### src/rtl/intr_req_arbiter.sv
// -----------------------------------------------------------------------------
// intr_req_arbiter
//
// Round-robin arbiter that shares a single interrupt/acknowledge channel among
// N_REQ level-sensitive requesters and drives the interrupt handler's
// channel-control code. Each grant passes through three phases:
//   IDLE    : channel enabled, waiting for a request        (cc_mux = 01)
//   GRANT   : one requester owns the channel                 (cc_mux = 10)
//   RELEASE : one-cycle acknowledge/release of the channel   (cc_mux = 11)
// A grant that is not acknowledged within TIMEOUT cycles is reclaimed, and
// the reclaim is flagged with a one-cycle timeout pulse.
//
// Parameters
//   N_REQ    : number of requesters (2..8)
//   TIMEOUT  : maximum open-grant duration in cycles (2..255)
//
// Ports
//   clock    : in  - rising-edge clock
//   reset_n  : in  - asynchronous active-low reset
//   req      : in  - level request per requester, bit i = requester i
//   ack      : in  - handler reports service complete (used only in GRANT)
//   grant    : out - one-hot grant or zero (registered)
//   grant_id : out - index of current / most recent grantee (registered)
//   cc_mux   : out - channel control code 01/10/11, never 00 (registered)
//   busy     : out - high in GRANT and RELEASE (registered)
//   timeout  : out - one-cycle pulse in a RELEASE caused by expiry (registered)
// -----------------------------------------------------------------------------
module intr_req_arbiter #(
  parameter int N_REQ   = 4,
  parameter int TIMEOUT = 8,
  localparam int ID_W   = $clog2(N_REQ),
  localparam int CNT_W  = $clog2(TIMEOUT + 1)
) (
  input  logic             clock,
  input  logic             reset_n,
  input  logic [N_REQ-1:0] req,
  input  logic             ack,
  output logic [N_REQ-1:0] grant,
  output logic [ID_W-1:0]  grant_id,
  output logic [1:0]       cc_mux,
  output logic             busy,
  output logic             timeout
);

  // Channel-control codes driven towards the handler.
  localparam logic [1:0] CC_IDLE    = 2'b01;
  localparam logic [1:0] CC_SERVICE = 2'b10;
  localparam logic [1:0] CC_RELEASE = 2'b11;

  typedef enum logic [1:0] {
    ST_IDLE    = 2'b01,
    ST_GRANT   = 2'b10,
    ST_RELEASE = 2'b11
  } state_t;

  state_t             state_r;
  logic [ID_W-1:0]    ptr_r;
  logic [CNT_W-1:0]   cnt_r;
  logic [N_REQ-1:0]   grant_r;
  logic [ID_W-1:0]    grant_id_r;
  logic [1:0]         cc_mux_r;
  logic               busy_r;
  logic               timeout_r;

  logic               pick_found_s;
  logic [ID_W-1:0]    pick_idx_s;
  logic [N_REQ-1:0]   pick_onehot_s;

  // Round-robin search: first set request bit scanning start, start+1, ...
  // modulo n_req. Bit ID_W of the result flags that a request was found.
  // Scanning downwards lets the lowest rotational offset overwrite the rest.
  function automatic logic [ID_W:0] rr_pick(
    input logic [N_REQ-1:0] req_v,
    input logic [ID_W-1:0]  start
  );
    logic [ID_W:0] res;
    int            idx;
    res = {(ID_W + 1){1'b0}};
    for (int k = N_REQ - 1; k >= 0; k--) begin
      idx = int'(start) + k;
      if (idx >= N_REQ) begin
        idx = idx - N_REQ;
      end else begin
        idx = idx;
      end
      if (req_v[idx]) begin
        res = {1'b1, ID_W'(idx)};
      end else begin
        res = res;
      end
    end
    return res;
  endfunction

  // Pointer successor with an explicit wrap so non-power-of-2 sizes are safe.
  function automatic logic [ID_W-1:0] next_ptr(input logic [ID_W-1:0] id);
    logic [ID_W-1:0] res;
    if (id >= ID_W'(N_REQ - 1)) begin
      res = {ID_W{1'b0}};
    end else begin
      res = id + ID_W'(1);
    end
    return res;
  endfunction

  // Winner selection and its one-hot form, evaluated every cycle for IDLE.
  always_comb begin
    pick_found_s  = 1'b0;
    pick_idx_s    = {ID_W{1'b0}};
    pick_onehot_s = {N_REQ{1'b0}};
    {pick_found_s, pick_idx_s} = rr_pick(req, ptr_r);
    for (int i = 0; i < N_REQ; i++) begin
      if (pick_found_s && (pick_idx_s == ID_W'(i))) begin
        pick_onehot_s[i] = 1'b1;
      end else begin
        pick_onehot_s[i] = 1'b0;
      end
    end
  end

  // Phase sequencer with every output registered alongside the state.
  always_ff @(posedge clock or negedge reset_n) begin
    if (!reset_n) begin
      state_r    <= ST_IDLE;
      ptr_r      <= {ID_W{1'b0}};
      cnt_r      <= {CNT_W{1'b0}};
      grant_r    <= {N_REQ{1'b0}};
      grant_id_r <= {ID_W{1'b0}};
      cc_mux_r   <= CC_IDLE;
      busy_r     <= 1'b0;
      timeout_r  <= 1'b0;
    end else begin
      case (state_r)
        ST_IDLE: begin
          timeout_r <= 1'b0;
          if (pick_found_s) begin
            state_r    <= ST_GRANT;
            grant_id_r <= pick_idx_s;
            grant_r    <= pick_onehot_s;
            cnt_r      <= {CNT_W{1'b0}};
            cc_mux_r   <= CC_SERVICE;
            busy_r     <= 1'b1;
          end else begin
            state_r  <= ST_IDLE;
            grant_r  <= {N_REQ{1'b0}};
            cc_mux_r <= CC_IDLE;
            busy_r   <= 1'b0;
          end
        end

        ST_GRANT: begin
          // cnt counts completed grant cycles; it saturates as a safety net.
          if (cnt_r != CNT_W'(TIMEOUT)) begin
            cnt_r <= cnt_r + CNT_W'(1);
          end else begin
            cnt_r <= cnt_r;
          end
          busy_r <= 1'b1;
          // ack outranks withdrawal, which outranks expiry.
          if (ack || !req[grant_id_r]) begin
            state_r   <= ST_RELEASE;
            grant_r   <= {N_REQ{1'b0}};
            cc_mux_r  <= CC_RELEASE;
            timeout_r <= 1'b0;
          end else if (cnt_r == CNT_W'(TIMEOUT - 1)) begin
            state_r   <= ST_RELEASE;
            grant_r   <= {N_REQ{1'b0}};
            cc_mux_r  <= CC_RELEASE;
            timeout_r <= 1'b1;
          end else begin
            state_r   <= ST_GRANT;
            cc_mux_r  <= CC_SERVICE;
            timeout_r <= 1'b0;
          end
        end

        ST_RELEASE: begin
          // Always drop back to IDLE so every grant sees a fresh arbitration.
          state_r   <= ST_IDLE;
          ptr_r     <= next_ptr(grant_id_r);
          grant_r   <= {N_REQ{1'b0}};
          cc_mux_r  <= CC_IDLE;
          busy_r    <= 1'b0;
          timeout_r <= 1'b0;
        end

        default: begin
          state_r   <= ST_IDLE;
          grant_r   <= {N_REQ{1'b0}};
          cc_mux_r  <= CC_IDLE;
          busy_r    <= 1'b0;
          timeout_r <= 1'b0;
        end
      endcase
    end
  end

  assign grant    = grant_r;
  assign grant_id = grant_id_r;
  assign cc_mux   = cc_mux_r;
  assign busy     = busy_r;
  assign timeout  = timeout_r;

endmodule

### config.mk
export PLATFORM = sky130hd
export DESIGN_NAME = intr_req_arbiter
export DESIGN_NICKNAME = d
export VERILOG_FILES = /design/src/rtl/intr_req_arbiter.sv
export SDC_FILE = /design/constraint.sdc
export NUM_CORES = 1
export LEC_CHECK = 0
export CAP_MARGIN = 5
export CORE_UTILIZATION = 49
export DETAILED_ROUTE_END_ITERATION = 7
export PLACE_DENSITY_LB_ADDON = 0.3
export SYNTH_ARGS = -nofsm -noshare
export SYNTH_HDL_FRONTEND = slang
export SYNTH_SLANG_ARGS = --single-unit
### constraint.sdc
create_clock -name clock -period 1.85 [get_ports clock]
set_input_delay 0.2775 -clock clock [delete_from_list [all_inputs] [get_ports clock]]
set_output_delay 0.2775 -clock clock [all_outputs]
set_load 0.005 [all_outputs]
==> impl_results.md <==
* Fill count at 136
* Global route total overflow at 0
* Bufs and invs on worst path at 2
* Largest area contributor in the netlist: dfrtp_1
* Seq/Total Area, Yosys at 44.8%
* Critical Path AT at 1.99 ns
* PortBufs at 16
* Worst slew pin tran at 0.657 ns
* First-pass DRT Iterations at 6
* CP endpoint kind: register
* Post-route cell area at 1090 um2
* Ys Warns at 0
* Root Buffer: clkbuf_4
* Via Count at 742
* Vias in the first global route at 657
* Remaining antenna violation count after routing at 0
* Initial Util at 53.9%
* Max Clk Rate at 0.562 GHz
* Synthesis-stage register bit count at 15
* # hold bufs at CTS at 0
* Dpl hpwl at 1.37 mm
* CTS Sinks at 15
* Critical path class: input port to register
* Static Leakage at 0.501 nW
* First-pass GRT wire length at 2.78 mm
* Floorplan row count at 14
* Syn_nets at 98
* Post-CTS Setup Repair Bufs at 0
* Outcome: complete, but fails checks
* Pwr Total at 1.40 mW
* Syn Std Cell Area at 841 um2
* Clock Latency Late Sink at 0.29 ns
* Number of DRC markers in iteration 0 at 26
* Sequential cell area at 377 um2
* Chip Width at 43.4 um
* Clk slew on worst S/H paths at 0.09 ns
* CTS tree: done
* Crit share post-route at 96.1%
* Final hold vios at 0
* CTS Buffer Depth at 2
* Max incr delay on CP at 0.53 ns
* Core Footprint at 1560 um2
* # diodes at 0
* Cell count after placement at 122
* Violated checks: DRC
* Routability cong. at 0.819
* H-tree Lvls at 1
* Die area at 1890 um2
* Share of cells above drive strength 1 at 13.6%
* Post-synth ARST share at 100%
* Total wire length at 1.80 mm
* Worst Hold Class: input port to asynchronous set/reset pin
* Top post-synthesis cells by area: dfrtp_1 42%, ha_1 8.9%, nand2_1 4.5%
* Nets@finish at 124
* Relative slew margins at 56.1%
* P&R area growth vs syn at 29.8%
* Skew final at 0.00313 ns
* Cell Chain, Critical Path: clkdlybuf4s50_1 > nor4_1 > buf_4 > a221o_1 > or3_1 > a21oi_1
* Drt wl/cell at 14.3 um
* IO Count at 17
* GRT Util Overall at 20.5%
* # Max-Cap Violations at 0
* Crit path time final at 1.78 ns
* Number of remaining DRC errors at 4
* Unrepaired setup endpoints after global routing: yes
* Placed cell area at 1050 um2
* Die Ht at 43.4 um
* Synth Instances at 85
* Top FF cell, synth: dfrtp_1
* Post-CTS resize count at 0
* CP max FO at 7
* Cts bufs inserted at 3
* Post-synth EDFFs at 0
* Post-synth top area share at 41.7%
* CP delay by family, top: buffers and inverters
* Detailed-route vias per instance at 5.89
* Max IR drop VDD at 0.840 mV
* Multi-input combinational cell area at 417 um2
* Initial antenna violation count at 0
* Yosys cell types at 26
* Final setup fails at 0
* Worst EP required at 2.06 ns
* Slowest cell on crit path: clkdlybuf4s50_1
* Max Slew Vio Count at 0
* Pwr/cell area at 1280 nW/um2
* Pin count of the biggest net entering global routing at 16
* Post-route insts no fill at 126
* Syn_area_per_cell at 9.89 um2
* Critical Path Start Type: input port
final timing paths:
kind,from,to,cells after the start,slack [ns]
worst min-delay path,reset_n,grant[0]$_DFFE_PN0P_,1,0.39
max in group asynchronous,reset_n,cnt_r[1]$_DFFE_PN0P_,1,1.05
min in group clock,grant[1]$_DFFE_PN0P_,grant[1]$_DFFE_PN0P_,2,0.48
worst min register to register,grant[1]$_DFFE_PN0P_,grant[1]$_DFFE_PN0P_,2,0.48
worst max-delay path,req[3],cnt_r[3]$_DFFE_PN0P_,6,0.07
worst max register to register,busy$_DFF_PN0_,cnt_r[3]$_DFFE_PN0P_,5,0.13
synthesized netlist by cell type (3+ instances only):
master,number
dfrtp_1,14
nand2_1,10
inv_1,9
o21ai_0,7
ha_1,6
nor2_1,6
a21oi_1,4
o31ai_1,4
nor2b_1,3
or3_1,3
layer usage:
| metal | track usage (%) | share of wire (%) | routed length [um] |
|---|---|---|---|
| met3 | 3.75 | 6.7 | 120 |
| met1 | 27.3 | 43 | 772 |
| met4 | 9.38 | 2.4 | 44 |
| met5 | 0 | 0 | 0 |
| met2 | 32.4 | 48 | 863 |
logic make-up after synthesis:
group                    synth area share (%)
AND/OR/NAND/NOR                          15.9
flip-flops                               44.8
adder cells (fa/ha/maj)                  8.93
buffers and inverters                    6.25
multiplexers                             5.80
AO/OA/AOI/OAI                            18.3
sequential cells by signal (all words and copies together), names as in the netlist:
register / count
busy: 1
cc_mux: 1
cnt_r: 4
grant: 4
grant_id: 2
ptr_r: 2
timeout: 1
power by group:
group	total, mW	internal [mW]	switching [mW]
clock network	0.193	0.0838	0.109
registers	0.558	0.446	0.112
logic	0.646	0.358	0.288
total	1.40	0.888	0.509
cell usage in the layout (no fill, tap or decap), types with 2 or more instances in the layout:
cell type / synthesis / routed
nor2b_1: 3 / 3
nand2_1: 10 / 10
inv_1: 9 / 9
or3_1: 3 / 3
nand3b_1: 2 / 2
o21ai_0: 7 / 7
ha_1: 6 / 5
a21oi_1: 4 / 4
dfrtp_1: 14 / 14
dlymetal6s2s_1: 0 / 2
clkdlybuf4s50_1: 0 / 14
buf_4: 1 / 7
mux2_2: 2 / 2
nor2_1: 6 / 6
o31ai_1: 4 / 4
clkbuf_4: 0 / 3
a221o_1: 2 / 2
cell type report:
cell class | count | share of cell area, %
repair buffers | 23 | 20.0
multi-input cells | 59 | 38.2
well taps | 16 | 1.83
flip-flops and latches | 15 | 34.5
inverters | 9 | 3.10
clock buffers | 4 | 2.41
metrics by stage:
stage | utilization, % | setup TNS, ns | hold slack [ns] | setup WS [ns]
2_1_floorplan | - | 0 | -0.0181 | 0.260
3_3_place_gp | 67.7 | -1.13 | 0.461 | -0.170
3_5_place_dp | 67.7 | -1.41 | 0.465 | -0.245
4_1_cts | 69.3 | 0 | 0.407 | 0.0410
5_1_grt | 70.0 | -0.00126 | 0.424 | -0.00126
6_report | 70.0 | 0 | 0.385 | 0.0716
Note: power is estimated with default switching activity, not from simulation.
